===== src/rtl/sn_window_decoder.sv =====
// Stochastic-number window decoder.
// Counts the ones in a window of N = 2^win_sel valid bitstream samples and
// presents the count plus its bipolar value (2*ones - N) to a downstream
// consumer. Windows run back to back while en is high, with no dropped samples.
//
// Output handshake: out_valid rises on the edge after a window completes and
// stays high until an edge where out_ready=1 and no new window completes. A
// completion while a result is still held overwrites that result. If
// out_ready=0 on that edge, the overwrite sets the sticky overrun flag.
// busy mirrors the FSM state (1 = ACCUM) for observation.
module sn_window_decoder #(
    parameter int MAX_LOG2 = 8
) (
    input  logic                       clk,
    input  logic                       rst_n,
    input  logic                       en,
    input  logic                       sn_bit,
    input  logic                       sn_valid,
    input  logic [3:0]                 win_sel,
    input  logic                       out_ready,
    input  logic                       clr_ovr,
    output logic [MAX_LOG2:0]          ones_cnt,
    output logic signed [MAX_LOG2+1:0] bip_val,
    output logic                       out_valid,
    output logic                       overrun,
    output logic                       busy
);

    localparam int CW = MAX_LOG2 + 1;
    localparam int BW = MAX_LOG2 + 2;

    typedef enum logic {
        IDLE  = 1'b0,
        ACCUM = 1'b1
    } state_t;

    state_t          state_q;
    state_t          state_d;
    logic [3:0]      win_clamped;
    logic [3:0]      n_log2_q;
    logic [CW-1:0]   n_val;
    logic [CW-1:0]   bit_cnt_q;
    logic [CW-1:0]   ones_q;
    logic [CW-1:0]   bit_cnt_inc;
    logic [CW-1:0]   ones_inc;
    logic [BW-1:0]   bip_next;
    logic            start;
    logic            take_bit;
    logic            complete;

    // Clamp the requested window size into the supported range 3..MAX_LOG2.
    always_comb begin
        win_clamped = win_sel;
        if (win_sel < 4'd3) begin
            win_clamped = 4'd3;
        end else if (win_sel > 4'(MAX_LOG2)) begin
            win_clamped = 4'(MAX_LOG2);
        end
    end

    // Window length, counter increments and the bipolar value of the
    // window that would complete on this cycle.
    always_comb begin
        n_val       = {{(CW-1){1'b0}}, 1'b1} << n_log2_q;
        bit_cnt_inc = bit_cnt_q + {{(CW-1){1'b0}}, 1'b1};
        ones_inc    = ones_q + {{(CW-1){1'b0}}, sn_bit};
        bip_next    = {ones_inc, 1'b0} - {1'b0, n_val};
    end

    // Next-state logic and per-cycle control strobes.
    always_comb begin
        state_d  = state_q;
        start    = 1'b0;
        take_bit = 1'b0;
        complete = 1'b0;
        case (state_q)
            IDLE: begin
                if (en) begin
                    state_d = ACCUM;
                    start   = 1'b1;
                end
            end
            ACCUM: begin
                if (!en) begin
                    state_d = IDLE;
                end else if (sn_valid) begin
                    take_bit = 1'b1;
                    complete = (bit_cnt_inc == n_val);
                end
            end
            default: state_d = IDLE;
        endcase
    end

    // State register.
    always_ff @(posedge clk or negedge rst_n) begin
        if (!rst_n) begin
            state_q <= IDLE;
        end else begin
            state_q <= state_d;
        end
    end

    // Window counters; cleared on completion and whenever we are (or are
    // about to be) idle, so a dropped en discards the partial window.
    always_ff @(posedge clk or negedge rst_n) begin
        if (!rst_n) begin
            bit_cnt_q <= '0;
            ones_q    <= '0;
        end else if (complete || state_d == IDLE) begin
            bit_cnt_q <= '0;
            ones_q    <= '0;
        end else if (take_bit) begin
            bit_cnt_q <= bit_cnt_inc;
            ones_q    <= ones_inc;
        end
    end

    // Window length is sampled only at the start of each window.
    always_ff @(posedge clk or negedge rst_n) begin
        if (!rst_n) begin
            n_log2_q <= 4'd3;
        end else if (start || complete) begin
            n_log2_q <= win_clamped;
        end
    end

    // Result registers and output handshake.
    always_ff @(posedge clk or negedge rst_n) begin
        if (!rst_n) begin
            ones_cnt  <= '0;
            bip_val   <= '0;
            out_valid <= 1'b0;
        end else if (complete) begin
            ones_cnt  <= ones_inc;
            bip_val   <= bip_next;
            out_valid <= 1'b1;
        end else if (out_ready) begin
            out_valid <= 1'b0;
        end
    end

    // Sticky overrun: an unaccepted result was overwritten. Set beats clear.
    always_ff @(posedge clk or negedge rst_n) begin
        if (!rst_n) begin
            overrun <= 1'b0;
        end else if (complete && out_valid && !out_ready) begin
            overrun <= 1'b1;
        end else if (clr_ovr) begin
            overrun <= 1'b0;
        end
    end

    assign busy = (state_q == ACCUM);

endmodule


===== config.mk =====
export PLATFORM = sky130hd
export DESIGN_NAME = sn_window_decoder
export DESIGN_NICKNAME = d
export VERILOG_FILES = /design/src/rtl/sn_window_decoder.sv
export SDC_FILE = /design/constraint.sdc
export NUM_CORES = 1
export LEC_CHECK = 0
export ABC_AREA = 1
export CAP_MARGIN = 20
export CORE_MARGIN = 10
export CORE_UTILIZATION = 32
export CTS_BUF_LIST = sky130_fd_sc_hd__clkbuf_4 sky130_fd_sc_hd__clkbuf_8 sky130_fd_sc_hd__clkbuf_16
export CTS_CLUSTER_DIAMETER = 30
export DETAILED_ROUTE_END_ITERATION = 8
export DONT_BUFFER_PORTS = 1
export SYNTH_ARGS = -nofsm -noshare
export SYNTH_HDL_FRONTEND = slang
export SYNTH_SLANG_ARGS = --single-unit

===== constraint.sdc =====
create_clock -name clk -period 2.8 [get_ports clk]
set_input_delay 0.28 -clock clk [delete_from_list [all_inputs] [get_ports clk]]
set_output_delay 0.28 -clock clk [all_outputs]
set_load 0.05 [all_outputs]

==> impl_results.md <==
* Outcome: finished clean
* Share of the synthesized area in the top cell type at 37.4%
* Layout Utilization at 35.5%
* EDFF count, synth at 0
* Die Footprint at 12900 sq um
* Num CTS Buffers at 5
* DR vias/cell at 4.73
* Placer Congestion at 0.880
* # fillers at 914
* WL/cell at 12.8 um
* CP Data Required Time at 3.04 ns
* Crit Path Max Fanout at 4
* Storage cell area at 1100 sq um
* Crit-path max cell delay at 0.39 ns
* Int Power at 1190 uW
* CP bufs+invs at 2
* GRT Overall Usage at 10.1%
* Rel. slew slack at 65.4%
* Worst hold path class: in2reg
* Yosys warns at 0
* CP top delay family: simple AND/OR/NAND/NOR gates
* Core outline area at 8640 sq um
* Fin. Hold Viols at 0
* Hold Worst Slack at 0.0721 ns
* Worst setup path category: reg2reg
* Startpoint Class: flip-flop
* CTS HTree Levels at 2
* CTS clk-pin slew, worst paths at 0.09 ns
* TritonCTS clock tree: done
* Final WL at 6250 um
* Max Cap Viol at 0
* Area leader, netlist: dfrtp_1
* Clock share of power at 24.2%
* Initial antenna violation count at 0
* Routed Antenna Nets at 0
* Post-CTS Setup Repair Bufs at 0
* Synth area leaders: dfrtp_1, nand2_1, inv_1, ha_1, nand3_1
* Clk_skew at 0.00769 ns
* Yosys cell types at 33
* Die Wd at 114 um
* Std-Cell Rows at 34
* Share of layout cells above drive strength 1 at 12.6%
* Post-Synthesis Cells at 374
* Pin count of the biggest net entering global routing at 45
* Port Buf Inserts at 0
* Min Tclk post-route at 2.48 ns
* Multi-input logic area at 1480 sq um
* DIE HEIGHT at 114 um
* Most frequent cells after synthesis: nand2_1, dfrtp_1, inv_1
* Final worst-path cycle share at 88.5%
* Slowest cell on crit path: dfrtp_1
* Post_cts resized at 0
* CP arrival at 2.72 ns
* Sequential area share after synthesis at 39.2%
* Post-Syn Area at 2810 sq um
* Iteration count of the initial detailed-routing pass at 4
* CP endpoint kind: flip-flop
* Vias in the first global route at 2369
* Grt total ovfl at 0
* Top FF cell, synth: dfrtp_1
* Most frequent cell after synthesis: nand2_1
* Setup violations, final at 0
* Fmax at 0.404 GHz
* DRC at 0
* RSZ-0062 raised after global routing: no
* Max Slew Vio Count at 0
* Worst-margin pin slew at 0.518 ns
* Sw Share at 43.5%
* Worst-Skew Late Latency at 0.30 ns
* # diodes at 0
* Seq pwr share at 53.7%
* Synth Register Bits at 44
* Root buffer cell: clkbuf_8
* Fin nets at 403
* Area Growth Syn to Fin at 8.99%
* Cells along the critical path: ha_1, and3_1, nand2_1, nor2_1, nand2_1, xor2_1, inv_1, ha_1, a21o_1, a31oi_1, nand3_1, inv_1, nand4_1, nand3_1
* Final Instance Count excl. Fillers at 489
* First-pass GRT wire length at 10800 um
* Number of I/O pins at 33
* Place WS at 0.315 ns
* Final worst slack at 0.322 ns
* Post-Syn Nets at 397
* HPWL Detailed at 4800 um
* Maximum root-to-sink buffer count at 2
* Post-Place Cells at 478
* DR vias at 2311
* Async SR Flop Fraction at 100%
* Setup tns final at 0 ns
* PwrDens at 689 nW/um^2
* Number of DRC markers in iteration 0 at 135
* Switching power total at 919 uW
* Syn Area/Cell at 7.52 sq um
* Clk sinks at 44
* Peak VDD IR at 210 uV
* Starting density of the core at 32.6%
* Logic pwr share at 22.1%
* Static Leak at 0.00151 uW
==> registers in the layout, summed over array words and instances (netlist names) <==
register and count:
ones_q 9, n_log2_q 4, bit_cnt_q 9, busy 1, out_valid 1, overrun 1
ones_cnt 9, bip_val 10
==> power by group through the flow <==
stage          logic (uW)  registers (uW)  clock network (uW)
3_5_place_dp          451            1160                   0
6_report              466            1130                 511
2_1_floorplan         376            1120                   0
5_1_grt               547            1160                 548
4_1_cts               473            1140                 529
3_3_place_gp          445            1150                   0
==> final cells by class <==
| type | instances | share of cell area (%) |
|---|---|---|
| Timing Repair Buffer | 6 | 2.29 |
| Sequential cell | 44 | 36.0 |
| Multi-Input combinational cell | 279 | 48.2 |
| Clock inverter | 3 | 1.51 |
| Clock buffer | 5 | 2.24 |
| Tap cell | 108 | 4.41 |
| Inverter | 44 | 5.39 |
==> layout by cell type (no fill, tap or decap), drive strengths merged, types with 4 or more instances in the layout <==
cell      n
buf       4
inv      45
nor2     48
ha       11
dfrtp    42
nand2   119
a21oi     7
xnor2     5
xor2      7
nand3    29
o21ai    35
clkbuf    5
nand4     6
==> per-stage QoR <==
step                      power, uW  cell area (sq um)
after floorplan                1500               2810
after global placement         1600               2900
after detailed placement       1610               2900
after CTS                      2150               3070
after global routing           2250               3070
final                          2110               3070
==> path summary, 6_finish.rpt <==
| kind | start | endpoint | slack (ns) | depth (start not counted) |
|---|---|---|---|---|
| hold reg to reg | n_log2_q[0]$_DFFE_PN1P_ | n_log2_q[0]$_DFFE_PN1P_ | 0.55 | 2 |
| min in group asynchronous | rst_n | bip_val[6]$_DFFE_PN0P_ | 0.49 | 2 |
| setup reg to reg | ones_q[0]$_DFFE_PN0P_ | bip_val[9]$_DFFE_PN0P_ | 0.32 | 14 |
| setup / recovery | ones_q[0]$_DFFE_PN0P_ | bip_val[9]$_DFFE_PN0P_ | 0.32 | 14 |
| max in group asynchronous | rst_n | n_log2_q[0]$_DFFE_PN1P_ | 2.04 | 2 |
| hold / removal | clr_ovr | overrun$_DFFE_PN0P_ | 0.07 | 1 |
==> cells by family (layout without fill, tap and decap cells) <==
logic type      Yosys count  in the layout  synth area share [%]
simple gates            208            208                  34.3
buf+inv                  51             58                  8.27
compound gates           47             47                  8.85
flops                    44             44                  39.2
fa+ha+maj                12             12                  5.60
xor+xnor                 12             12                  3.74
==> per-layer routing <==
layer  vias up  track usage (%)  part of all wire, %
li1       1201                -                    -
met1      1054             11.3                   45
met2        46             17.5                   47
met3        10             3.15                  5.7
met4         0             3.47                  1.7
met5         -                0                    0
==> repair_timing <==
item | CTS | global route
hold endpoints to repair | 45 | 0
hold buffers | 3 | 0
setup endpoints to repair | 0 | 0
(Power assumes the default switching activity.)
